--- src/rtl/inst_fetch_queue.sv ---
// Instruction fetch front end: issues sequential reads to a one-cycle
// instruction memory and buffers the returned words in a 2-entry FIFO that
// feeds decode.
// A redirect flushes all buffered and in-flight work and restarts fetch.
module inst_fetch_queue #(
  parameter logic [31:0] RESET_PC = 32'h4000_0000
) (
  input  logic        clk,
  input  logic        rst_n,
  output logic        imem_en,
  output logic [31:0] imem_addr,
  input  logic [31:0] imem_dout,
  input  logic        redirect,
  input  logic [31:0] redirect_pc,
  output logic        inst_valid,
  input  logic        inst_ready,
  output logic [31:0] inst,
  output logic [31:0] inst_pc
);

  localparam logic [31:0] NOP_INST = 32'h0000_0013;
  localparam logic [31:0] START_PC = {RESET_PC[31:2], 2'b00};

  // Fetch and in-flight tracking
  logic [31:0] fetch_pc_q, fetch_pc_d;
  logic        inflight_q, inflight_d;
  logic [31:0] infl_pc_q, infl_pc_d;

  // FIFO: entry 0 is always the head, entry 1 sits behind it
  logic [1:0]  count_q, count_d;
  logic [31:0] pc0_q, pc0_d, ins0_q, ins0_d;
  logic [31:0] pc1_q, pc1_d, ins1_q, ins1_d;

  logic        pop;
  logic        push;
  logic [1:0]  slot;
  logic [2:0]  occupancy;

  assign inst_valid = (count_q != 2'd0);
  assign inst       = ins0_q;
  assign inst_pc    = pc0_q;
  assign imem_addr  = {fetch_pc_q[31:2], 2'b00};

  assign pop  = inst_valid & inst_ready;
  // A response landing in a redirect cycle belongs to the old stream
  assign push = inflight_q & ~redirect;

  // Entries already owned (stored plus returning) after this cycle's pop;
  // count_q >= pop so this never underflows
  assign occupancy = {1'b0, count_q} + {2'b00, inflight_q} - {2'b00, pop};

  // Gated by rst_n so no read is requested while reset is held
  assign imem_en = rst_n & ~redirect & (occupancy < 3'd2);

  // Tail slot for the incoming word, after any head shift from a pop
  assign slot = count_q - {1'b0, pop};

  // Next-state computation for fetch pointer and FIFO contents
  always_comb begin
    fetch_pc_d = fetch_pc_q;
    inflight_d = imem_en;
    infl_pc_d  = infl_pc_q;
    count_d    = count_q;
    pc0_d      = pc0_q;
    ins0_d     = ins0_q;
    pc1_d      = pc1_q;
    ins1_d     = ins1_q;

    if (imem_en) begin
      infl_pc_d  = fetch_pc_q;
      fetch_pc_d = fetch_pc_q + 32'd4;
    end

    if (redirect) begin
      // A same-cycle pop is already consumed by decode; everything else drops
      fetch_pc_d = {redirect_pc[31:2], 2'b00};
      count_d    = 2'd0;
    end else begin
      if (pop) begin
        pc0_d  = pc1_q;
        ins0_d = ins1_q;
      end
      if (push) begin
        if (slot == 2'd0) begin
          pc0_d  = infl_pc_q;
          ins0_d = imem_dout;
        end else begin
          pc1_d  = infl_pc_q;
          ins1_d = imem_dout;
        end
      end
      count_d = count_q + {1'b0, push} - {1'b0, pop};
    end
  end

  // Control state and the visible head entry, cleared asynchronously
  always_ff @(posedge clk or negedge rst_n) begin
    if (!rst_n) begin
      fetch_pc_q <= START_PC;
      inflight_q <= 1'b0;
      count_q    <= 2'd0;
      pc0_q      <= START_PC;
      ins0_q     <= NOP_INST;
    end else begin
      fetch_pc_q <= fetch_pc_d;
      inflight_q <= inflight_d;
      count_q    <= count_d;
      pc0_q      <= pc0_d;
      ins0_q     <= ins0_d;
    end
  end

  // Data-only registers; their contents are meaningless until written
  always_ff @(posedge clk) begin
    infl_pc_q <= infl_pc_d;
    pc1_q     <= pc1_d;
    ins1_q    <= ins1_d;
  end

endmodule

--- config.mk ---
export PLATFORM = sky130hd
export DESIGN_NAME = inst_fetch_queue
export DESIGN_NICKNAME = d
export VERILOG_FILES = /design/src/rtl/inst_fetch_queue.sv
export SDC_FILE = /design/constraint.sdc
export NUM_CORES = 1
export LEC_CHECK = 0
export BUFFER_PORTS_ARGS = -buffer_cell sky130_fd_sc_hd__clkbuf_2
export CAP_MARGIN = 10
export CORE_MARGIN = 2
export CORE_UTILIZATION = 45
export CTS_CLUSTER_DIAMETER = 150
export CTS_CLUSTER_SIZE = 12
export DETAILED_ROUTE_END_ITERATION = 12
export PLACE_DENSITY = 0.76
export SYNTH_ARGS = -nofsm -noshare
export SYNTH_HDL_FRONTEND = slang
export SYNTH_SLANG_ARGS = --single-unit
export TNS_END_PERCENT = 20
--- constraint.sdc ---
create_clock -name clk -period 13.6 [get_ports clk]
set_input_delay 3.4 -clock clk [delete_from_list [all_inputs] [get_ports clk]]
set_output_delay 3.4 -clock clk [all_outputs]
set_load 0.1 [all_outputs]
# == Word-level counts from Yosys, hierarchy flattened ==
# Index checks and enable logic that the tools add are counted.
# totals
ff_bits,195
input_bits,68
output_inout_bits,98
elab_cells,34
# classes
add_sub_neg,6
magnitude_cmp,1
muxes,9
bitwise,6
reduce_logical,4
# op_table
op,count
$mux 32,8
$add 32x3->32 const B,1
$and 1x1->1,4
$reduce_bool 2->1,2
$sub 2x1->2,2
$add 2x1->3,1
$lt 3x2->1 const B,1
$reduce_and 3->1,1
$sub 3x1->3,1
$add 2x1->2,1
$logic_not 2->1,1
$mux 2,1
$not 1->1,2

# == Depth between registers and ports, before layout ==
# Gate-level depths: netlist (run 1).
# logic_depth
ltp_word,7
ltp_mapped,11
mapped_depth_nobuf,8

# == Least setup slack after synthesis (run 1) ==
# Ideal clock, no wire load.
# synth_timing
kind,input port to output port
startpoint,in inst_ready
endpoint,out imem_en
t_arrival_ns,8.628
required_time_ns,10.200
setup_slack_ns,1.572
cell_stages,6
path_buffers,0
path_cell_list,o21ai_1 > nor2_1 > o21ai_0 > fa_1 > nand2_1 > nor3_1
# synth_between
elab_chain_cells,4
# synth_lines
item,line,text
"start, declared",16,"input logic inst_ready,"
$and 1x1->1,44,assign pop = inst_valid & inst_ready;
$sub 3x1->3,50,"assign occupancy = {1'b0, count_q} + {2'b00, inflight_q} - {2'b00, pop};"
$lt 3x2->1,53,assign imem_en = rst_n & ~redirect & (occupancy < 3'd2);
$and 1x1->1,53,
"end, declared",10,"output logic imem_en,"
# No other way between the ends.

# == Final worst setup path (run 1) ==
# Same ends and word-level chain as after synthesis.

==> parameters.txt, run 1 <==
Parameter                              Value

Run status
  Run status ... complete, no violations

Worst setup path
  Data arrival time of the worst path ... 5.99 ns
  Type of element launching the critical path ... input pin
  Max Fanout on Critical Path ... 32
  Path type of the worst setup path ... in2out
  WP data required ... 10.20 ns
  Setup crit end kind ... output port

STA
  Final number of max-transition violations ... 0
  Largest clock skew in the final design ... 0.0135 ns
  Final Cycle Share ... 69.0%
  Final hold vios ... 0
  Setup TNS ... 0 ns
  Relative slew slack ... 40.8%
  Maximum frequency from static timing analysis ... 0.107 GHz
  # setup viols final ... 0
  Unrepaired setup endpoints after global routing ... false
  Worst Tran Pin Value ... 0.887 ns
  Post-layout min period ... 9.39 ns

GRT
  Number of global-route vias before repair ... 5,248
  First-pass GRT wire length ... 27,700 um
  Global-route usage over all layers ... 19.7%
  Antenna violations before repair ... 0
  Pin count of the biggest net entering global routing ... 63
  Remaining Overflow, GRT ... 0

Clock network
  Hold buffers post-CTS ... 0
  Longest Clk Path Bufs ... 2
  Insertion delay of the later-clocked pin in the worst-skew pair ... 0.42 ns
  Gates resized, CTS repair ... 0
  Setup bufs post-CTS ... 0
  CTS tree ... yes
  H-tree depth ... 4
  Root Buffer Master ... sky130_fd_sc_hd__clkbuf_16
  Clock-pin slew reported for the worst setup and hold paths after clock tree synthesis ... 0.07 ns
  Total CTS buffers ... 17
  Number of clock sinks ... 189

Drt
  Number of remaining DRC errors ... 0
  Routed wirelength normalized by instance count ... 16.6 um
  Routed via count ... 5,624
  Initial DRC Count ... 369
  Ratio of routed vias to standard cells ... 5.43
  Total detailed-routing wirelength ... 17,200 um
  Length of the first detailed-routing pass in iterations ... 5
  Antenna-violating nets left ... 0

Synth
  Mean cell area of the mapped netlist ... 11.6 um^2
  Top FF cell, synth ... sky130_fd_sc_hd__edfxtp_1
  Synthesized netlist cell count ... 659
  EDFF count, synth ... 92
  Synthesized-area fraction occupied by ao, oa, aoi and oai cells ... 10.6%
  Synth warn ... 0
  Post-synthesis simple-gate area fraction ... 16.0%
  Area share of xor/xnor cells in the synthesized design ... 1.40%
  Sequential share of the synthesized area ... 68.2%
  Cell area after technology mapping ... 7620 um^2
  Dominant combinational cell family by area after synthesis ... simple AND/OR/NAND/NOR gates
  Number of distinct library cell variants in the gate-level netlist after synthesis ... 41
  Mux cell area share after synthesis ... 0.131%
  Ys async rst share ... 51.3%
  Post-synthesis share of cell area spent on full adders, half adders and majority gates ... 0.591%
  Number of register bits inferred by synthesis ... 189

Cells and area
  Net count of the finished layout ... 873
  Fraction of layout instances using a drive strength above 1 ... 26.4%
  Ant diodes ... 0
  Most frequent cells in the layout ... sky130_fd_sc_hd__clkbuf_2 (160), sky130_fd_sc_hd__nand2_1 (120), sky130_fd_sc_hd__dfrtp_1 (92), sky130_fd_sc_hd__edfxtp_1 (92), sky130_fd_sc_hd__nor2_1 (86)
  Most common library cell in the layout ignoring fill and taps ... sky130_fd_sc_hd__clkbuf_2
  Post-layout utilization of the core ... 55.1%
  Area Overhead vs Synth ... 19.9%

Place
  GPL Wtd Cong ... 0.744
  Post-DP HPWL ... 11,100 um
  Port bufs ... 161

Die
  Floorplan row count ... 47
  Full die area ... 18,000 um^2
  Effective utilization at floorplan ... 46.0%
  Num ports ... 166
  Die width ... 134 um
  Chip height ... 134 um
  Core Box Area ... 16,600 um^2

Flow run
  Total of max-cap violations ... 0

Hold path
  Tightest Hold Check Type ... reg2reg
-- logic make-up (layout without fill, tap and decap cells) --
kind of cell | count (synthesis) | in the layout
compound gates | 129 | 129
xor+xnor | 10 | 10
fa+ha+maj | 3 | 3
buf+inv | 52 | 207
flops | 189 | 189
mux | 1 | 1
other cells | 1 | 2
simple gates | 274 | 274
-- sequential cells by signal, summed over array words and instances, names as in the netlist --
name and count:
inflight_q 1, count_q 2, ins1_q 32, pc1_q 30, inst_pc 32, fetch_pc_q 30, inst 32, infl_pc_q 30
-- layout make-up --
class | instances | area, um^2
clock buffer | 18 | 429
sequential | 189 | 5200
tap | 220 | 275
inverter | 6 | 22.5
clock inverter | 14 | 120
timing repair buffer | 169 | 868
multi-input combinational | 419 | 2230
fill | 1439 | 7440
-- layer usage --
layer | GRT usage, % | vias up | wire [um]
li1 | - | 2676 | -
met1 | 28.1 | 2701 | 8130
met2 | 31.0 | 233 | 7820
met3 | 4.27 | 14 | 1100
met4 | 5.26 | 0 | 160
met5 | 0 | - | 0
-- final timing paths --
kind / start / endpoint / slack (ns) / cells after the start
worst max-delay path: inst_ready / imem_en / 4.21 / 8
worst min-delay path: infl_pc_q[19]$_DFFE_PP_ / pc1_q[19]$_DFFE_PP_ / 0.45 / 0
worst max register to register: count_q[1]$_DFF_PN0_ / fetch_pc_q[18]$_DFFE_PN0P_ / 9.91 / 8
worst min register to register: infl_pc_q[19]$_DFFE_PP_ / pc1_q[19]$_DFFE_PP_ / 0.45 / 0
max in group asynchronous: rst_n / inst[8]$_DFFE_PN0N_ / 9.43 / 2
min in group asynchronous: rst_n / inst[3]$_DFFE_PN0N_ / 2.96 / 1
-- worst max-delay path: stages --
cell and delay [ns]:
sky130_fd_sc_hd__clkbuf_2 0.10, sky130_fd_sc_hd__nor2b_1 0.40, sky130_fd_sc_hd__o21ai_0 0.19, sky130_fd_sc_hd__fa_1 0.51, sky130_fd_sc_hd__nand2_1 0.20, sky130_fd_sc_hd__nor3_2 0.23, sky130_fd_sc_hd__buf_4 0.40, sky130_fd_sc_hd__clkbuf_2 0.54
-- cells in the mapped netlist, drive strengths merged, types with 2 or more instances --
cell / instances / area share (%)
xnor2: 6 / 0.69
or3: 5 / 0.41
and3: 4 / 0.33
nor2: 87 / 4.3
buf: 16 / 1.3
a31oi: 69 / 5.7
o211ai: 4 / 0.39
dfstp: 5 / 1.7
nand3: 15 / 1.1
o21ai: 13 / 0.85
ha: 2 / 0.33
nand2: 120 / 5.9
inv: 6 / 0.30
o22ai: 12 / 0.99
a21oi: 13 / 0.85
nor2b: 2 / 0.16
o31ai: 17 / 1.7
clkbuf: 30 / 1.5
xor2: 4 / 0.71
nor3: 3 / 0.20
edfxtp: 92 / 36
dfrtp: 92 / 30
nand4: 7 / 0.57
or4: 23 / 2.3
and4: 2 / 0.23
nor4: 3 / 0.25
-- per-stage QoR --
step	instance area, um^2	std cells	setup WS, ns	hold WS [ns]
2_1_floorplan	7620	660	1.57	0.426
6_report	9140	1035	4.21	0.450
3_5_place_dp	8590	1003	4.21	0.432
3_3_place_gp	8590	1003	4.30	0.432
4_1_cts	9140	1035	4.21	0.446
5_1_grt	9140	1035	4.03	0.463
Power of run 1 is left out: the tool's default activity adds up to more than one toggle a clock period on the data nets, which glitch-free logic cannot reach.
==> run 2: changes to the inputs <==
clock period = 9.65 ns   (was 13.6 ns; I/O delays follow)
==> run 2 against run 1 <==
- final area up 0.27%
- die area unchanged
- clock-buffer cell count up 1
- non-clock buffer count down 1
- hold slack better by 0.0017 ns
- critical path depth unchanged
- register-to-register slack worse by 3.9 ns
- flip-flop and latch count unchanged
- first-iteration DRC count down 31%
- sequential share of layout area down 0.16 points
- clock skew down 0.0060 ns
==> parameters.txt, run 2 (synthesis results as in run 1) <==
Parameter                              Value

Run status
  Run status ... complete, no violations

STA
  Worst Tran Pin Value ... 0.932 ns (+0.0455 ns)
  Maximum frequency from static timing analysis ... 0.135 GHz
  Final number of max-transition violations ... 0 (unchanged)
  Slack of the critical path ... 2.24 ns (-1.97 ns)
  Relative slew slack ... 37.6% (-3.2 points)
  Final hold vios ... 0 (unchanged)
  Largest clock skew in the final design ... 0.00747 ns (-0.00604 ns)
  Setup TNS ... 0 ns (unchanged)
  Unrepaired setup endpoints after global routing ... false
  # setup viols final ... 0 (unchanged)
  Post-layout min period ... 7.41 ns
  Final Cycle Share ... 76.8%

Die
  Chip height ... 134 um (unchanged)
  Floorplan row count ... 47 (unchanged)
  Full die area ... 18,000 um^2 (unchanged)
  Core Box Area ... 16,600 um^2 (unchanged)
  Die width ... 134 um (unchanged)
  Num ports ... 166 (unchanged)
  Effective utilization at floorplan ... 46.0% (unchanged)

GRT
  Antenna violations before repair ... 0 (unchanged)
  Pin count of the biggest net entering global routing ... 63 (unchanged)
  First-pass GRT wire length ... 26,800 um (-3.2%)
  Number of global-route vias before repair ... 5,018 (-4.4%)
  Remaining Overflow, GRT ... 0 (unchanged)
  Global-route usage over all layers ... 19.1% (-0.65 points)

Place
  Port bufs ... 161 (unchanged)
  Post-DP HPWL ... 11,100 um (+0.26%)
  Setup slack after placement ... 2.25 ns (-1.96 ns)
  GPL Wtd Cong ... 0.820 (+10%)

Cells and area
  Area Overhead vs Synth ... 20.2%
  Ant diodes ... 0 (unchanged)
  Most frequent cells in the layout ... sky130_fd_sc_hd__clkbuf_2 (160), sky130_fd_sc_hd__nand2_1 (120), sky130_fd_sc_hd__dfrtp_1 (92), sky130_fd_sc_hd__edfxtp_1 (92), sky130_fd_sc_hd__nor2_1 (86)
  Fraction of layout instances using a drive strength above 1 ... 26.3% (-0.090 points)
  Most common library cell in the layout ignoring fill and taps ... sky130_fd_sc_hd__clkbuf_2
  Net count of the finished layout ... 872 (-0.11%)

Hold path
  Startpoint of the most critical hold path ... infl_pc_q[5]$_DFFE_PP_
  Tightest Hold Check Type ... reg2reg

Worst setup path
  WP data required ... 7.24 ns (-2.96 ns)
  Type of element launching the critical path ... input pin
  Number of buffer and inverter instances along the worst setup path ... 3 (unchanged)
  Path type of the worst setup path ... in2out
  Cell repeated most along the worst path ... sky130_fd_sc_hd__clkbuf_2
  Critical path launch point ... inst_ready
  Max Fanout on Critical Path ... 32 (unchanged)
  Setup crit end kind ... output port
  Ordered list of cells on the worst path ... clkbuf_2, nor2b_1, o21ai_0, fa_1, nand2_1, nor3_4, buf_4, clkbuf_2
  Data arrival time of the worst path ... 4.99 ns (-1.00 ns)
  Critical register-to-register path startpoint ... count_q[1]$_DFF_PN0_
  Largest stage delay on the critical path ... 0.53 ns (about the same)
  Slowest cell on crit path ... sky130_fd_sc_hd__clkbuf_2
  Kind of cell adding the most delay to the critical path ... buffers and inverters

Drt
  Total detailed-routing wirelength ... 16,800 um (-2.3%)
  Initial DRC Count ... 256 (-31%)
  Antenna-violating nets left ... 0 (unchanged)
  Number of remaining DRC errors ... 0 (unchanged)
  Routed via count ... 5,490 (-2.4%)
  Ratio of routed vias to standard cells ... 5.31 (-2.3%)
  Length of the first detailed-routing pass in iterations ... 5 (unchanged)
  Routed wirelength normalized by instance count ... 16.3 um (-2.2%)

Flow run
  Total of max-cap violations ... 0 (unchanged)

Clock network
  Gates resized, CTS repair ... 0 (unchanged)
  Total CTS buffers ... 17 (unchanged)
  Clock-pin slew reported for the worst setup and hold paths after clock tree synthesis ... 0.07 ns (about the same)
  Setup bufs post-CTS ... 0 (unchanged)
  Longest Clk Path Bufs ... 2 (unchanged)
  H-tree depth ... 4 (unchanged)
  Root Buffer Master ... sky130_fd_sc_hd__clkbuf_16
  Hold buffers post-CTS ... 0 (unchanged)
  Insertion delay of the later-clocked pin in the worst-skew pair ... 0.42 ns (about the same)
  Number of clock sinks ... 189 (unchanged)
  CTS tree ... yes
-- run 2: worst paths after layout --
path	to	slack (ns)	cells past startpoint
min in group asynchronous	inst[11]$_DFFE_PN0N_	1.95	1
worst min-delay path	pc1_q[5]$_DFFE_PP_	0.45	0
worst max-delay path	imem_en	2.24	8
max in group asynchronous	fetch_pc_q[31]$_DFFE_PN0P_	6.48	2
worst max register to register	fetch_pc_q[26]$_DFFE_PN0P_	6.01	8
worst min register to register	pc1_q[5]$_DFFE_PP_	0.45	0
-- run 2: metal layers --
layer / GRT usage [%] / vias to the layer above / share of wire, %
li1: - / 2679 / -
met1: 28.0 / 2616 / 47
met2: 28.4 / 182 / 45
met3: 4.31 / 13 / 5.8
met4: 6.20 / 0 / 1.5
met5: 0 / - / 0
-- run 2: area by class of cell --
class | instances | area [um^2]
clock buffer | 19 | 443
clock inverter | 13 | 133
fill | 1399 | 7420
inverter | 6 | 22.5
multi-input combinational | 419 | 2230
sequential | 189 | 5200
tap | 220 | 275
timing repair buffer | 168 | 861
-- run 2: per-stage QoR --
stage / instances / util (%) / hold slack [ns] / instance area (um^2)
after floorplan: 660 / - / 0.426 / 7630
final: 1034 / 55.3 / 0.451 / 9160
after CTS: 1034 / 55.3 / 0.452 / 9160
after detailed placement: 1002 / 51.8 / 0.434 / 8590
after global placement: 1002 / 51.8 / 0.432 / 8590
after global routing: 1034 / 55.3 / 0.467 / 9160
Power of run 2 is left out for the same reason.
==> run 3: changes to the inputs <==
ABC_AREA = 1   (was default)
PLACE_DENSITY = 0.78   (was 0.76)
clock period = 6.3 ns   (was 9.65 ns; I/O delays follow)
==> run 3 against run 2 <==
- final area grew 6.9%
- non-clock buffer count is 2 higher
- register-to-register slack worse by 3.2 ns
- utilization decreased by 0.93 points
- via count up 20%
- clock skew about the same
- sequential share of layout area decreased by 3.6 points
- area after synthesis up 9.1%
- synthesized cell count up 30%
- flip-flop and latch count stayed put
- hold slack is essentially flat
- critical endpoint unchanged
==> parameters.txt, run 3 <==
Parameter                              Value

STA
  Post-layout min period ... 4.87 ns
  Maximum frequency from static timing analysis ... 0.205 GHz
  Relative slew slack ... 28.1% (-9.5 points)
  Final Cycle Share ... 77.3%
  Largest clock skew in the final design ... 0.00711 ns (-0.000358 ns)
  # setup viols final ... 0 (unchanged)
  Unrepaired setup endpoints after global routing ... false
  Final number of max-transition violations ... 0 (unchanged)
  Final hold vios ... 0 (unchanged)
  Setup TNS ... 0 ns (unchanged)
  Worst Tran Pin Value ... 1.08 ns (+0.147 ns)

GRT
  First-pass GRT wire length ... 32,900 um (+23%)
  Pin count of the biggest net entering global routing ... 85 (+35%)
  Global-route usage over all layers ... 21.0% (+1.9 points)
  Number of global-route vias before repair ... 6,407 (+28%)
  Remaining Overflow, GRT ... 0 (unchanged)
  Antenna violations before repair ... 0 (unchanged)

Place
  Port bufs ... 161 (unchanged)
  GPL Wtd Cong ... 0.826 (+0.81%)
  Post-DP HPWL ... 13,100 um (+18%)

Worst setup path
  WP data required ... 4.72 ns (-2.52 ns)
  Path type of the worst setup path ... in2out
  Kind of cell adding the most delay to the critical path ... simple AND/OR/NAND/NOR gates
  Critical register-to-register path startpoint ... inflight_q$_DFF_PN0_
  Data arrival time of the worst path ... 3.29 ns (-1.70 ns)
  Number of buffer and inverter instances along the worst setup path ... 4 (+1)
  Max Fanout on Critical Path ... 3 (-91%)
  Largest stage delay on the critical path ... 0.51 ns (-0.02 ns)
  Register-to-register setup slack ... 2.79 ns (-3.22 ns)
  Capturing point of the worst reg2reg path ... fetch_pc_q[3]$_DFFE_PN0P_
  Type of element launching the critical path ... input pin
  Setup crit end kind ... output port
  Reg2reg path depth ... 8 (unchanged)
  Slowest cell on crit path ... sky130_fd_sc_hd__fa_1
  Ordered list of cells on the worst path ... clkbuf_2, nand2_2, inv_1, nand2_1, o21ai_0, nand2_1, fa_1, inv_1, nor3_2, buf_12

Synth
  Synth warn ... 0 (unchanged)
  Commonest cells in the synthesized netlist ... sky130_fd_sc_hd__nand2_1 (155), sky130_fd_sc_hd__nand3_1 (98), sky130_fd_sc_hd__nor2_1 (96)
  Number of distinct library cell variants in the gate-level netlist after synthesis ... 31 (-24%)
  Number of register bits inferred by synthesis ... 189 (unchanged)
  Cell area after technology mapping ... 8320 um^2 (+9.1%)
  Cell with the most instances after synthesis ... sky130_fd_sc_hd__nand2_1
  Top cell type by total area after synthesis ... sky130_fd_sc_hd__edfxtp_1
  Mean cell area of the mapped netlist ... 9.69 um^2 (-16%)
  EDFF count, synth ... 92 (unchanged)
  Largest cells by area after synthesis ... sky130_fd_sc_hd__edfxtp_1 (33%), sky130_fd_sc_hd__dfrtp_1 (28%), sky130_fd_sc_hd__nand2_1 (7.0%), sky130_fd_sc_hd__nand3_1 (5.9%), sky130_fd_sc_hd__nor2_1 (4.3%)
  Sequential share of the synthesized area ... 62.5% (-5.7 points)
  Synthesized netlist cell count ... 858 (+30%)
  Top FF cell, synth ... sky130_fd_sc_hd__edfxtp_1
  Ys async rst share ... 51.3% (unchanged)
  Area share of the largest cell type after synthesis ... 33.2% (-3.0 points)

Hold path
  Startpoint of the most critical hold path ... infl_pc_q[2]$_DFFE_PP_
  Capture endpoint of the worst hold path ... pc1_q[2]$_DFFE_PP_
  Hold Crit Depth ... 0 (unchanged)
  Tightest Hold Check Type ... reg2reg

Clock network
  Root Buffer Master ... sky130_fd_sc_hd__clkbuf_16
  Number of clock sinks ... 189 (unchanged)
  Hold buffers post-CTS ... 0 (unchanged)
  Longest Clk Path Bufs ... 2 (unchanged)
  Insertion delay of the later-clocked pin in the worst-skew pair ... 0.43 ns (about the same)
  CTS tree ... yes
  H-tree depth ... 4 (unchanged)
  Total CTS buffers ... 17 (unchanged)
  Setup bufs post-CTS ... 0 (unchanged)
  Clock-pin slew reported for the worst setup and hold paths after clock tree synthesis ... 0.06 ns (about the same)
  Gates resized, CTS repair ... 0 (unchanged)

Cells and area
  Most frequent cells in the layout ... sky130_fd_sc_hd__clkbuf_2 (158), sky130_fd_sc_hd__nand2_1 (154), sky130_fd_sc_hd__nand3_1 (98)
  Ant diodes ... 0 (unchanged)
  Sequential standard cell area ... 5200 um^2 (about the same)
  Net count of the finished layout ... 1,066 (+22%)
  Fraction of layout instances using a drive strength above 1 ... 21.0% (-5.3 points)
  Area used by multi-input combinational logic ... 2660 um^2 (+19%)
  Area Overhead vs Synth ... 17.7%
  Most common library cell in the layout ignoring fill and taps ... sky130_fd_sc_hd__clkbuf_2
  Layout filler cell count ... 1,597 (+14%)

Drt
  Length of the first detailed-routing pass in iterations ... 4 (-1)
  Met2 wirelength from detailed routing ... 9520 um (+25%)
  Routed wirelength normalized by instance count ... 16.4 um (+1.0%)
  Met3 wire length ... 1400 um (+44%)
  Initial DRC Count ... 501 (+96%)
  Number of remaining DRC errors ... 0 (unchanged)
  Max layer used ... met4
  Total detailed-routing wirelength ... 20,300 um (+21%)
  Ratio of routed vias to standard cells ... 5.35 (+0.67%)
  Antenna-violating nets left ... 0 (unchanged)
  Routed length on met1 ... 9010 um (+13%)
  Routed via count ... 6,612 (+20%)

Die
  Floorplan row count ... 49 (+4.3%)
  Full die area ... 19,600 um^2 (+8.9%)
  Chip height ... 140 um (+4.3%)
  Effective utilization at floorplan ... 46.1% (+0.18 points)
  Num ports ... 166 (unchanged)
  Die width ... 140 um (+4.3%)
  Core Box Area ... 18,000 um^2 (+8.7%)

Run status
  Run status ... complete, no violations

Flow run
  Total of max-cap violations ... 0 (unchanged)
-- run 3: cells by family after synthesis --
family | Yosys count | synth area share [%]
compound gates | 188 | 12.5
xor+xnor | 8 | 0.843
fa+ha+maj | 3 | 0.542
buf+inv | 112 | 5.79
flops | 189 | 62.5
mux | 1 | 0.120
other cells | 1 | 0.0451
simple gates | 356 | 17.7
-- run 3: worst max path at each step --
stage	startpoint	end	slack, ns	cells past startpoint
2_1_floorplan	inst_ready	imem_en	0.85	10
3_3_place_gp	inst_ready	imem_en	1.43	10
3_5_place_dp	inst_ready	imem_en	1.43	10
4_1_cts	inst_ready	imem_en	1.42	10
5_1_grt	inst_ready	imem_en	1.30	10
6_report	inst_ready	imem_en	1.43	10
-- run 3: layout make-up --
type                    count  share of cell area, %
clock buffers              19                   4.42
clock inverters            13                   1.02
inverters                  59                   2.26
multi-input cells         558                   27.2
flip-flops and latches    189                   53.1
well taps                 229                   2.93
repair buffers            170                   9.10
-- run 3: through the flow --
step | hold WS, ns | worst slack (ns) | std cells | instance area (um^2) | util [%]
6_report | 0.452 | 1.43 | 1237 | 9790 | 54.3
5_1_grt | 0.468 | 1.30 | 1237 | 9790 | 54.3
3_5_place_dp | 0.436 | 1.43 | 1205 | 9260 | 51.4
3_3_place_gp | 0.429 | 1.43 | 1205 | 9260 | 51.4
4_1_cts | 0.450 | 1.42 | 1237 | 9790 | 54.3
2_1_floorplan | 0.427 | 0.853 | 859 | 8320 | -
-- run 3: routing by layer --
layer  global-route usage, %  vias to the layer above
met5                       0                        -
met4                    7.11                        0
met3                    3.76                       33
met2                    32.6                      250
met1                    30.1                     3121
li1                        -                     3208
Power of run 3 is left out for the same reason.
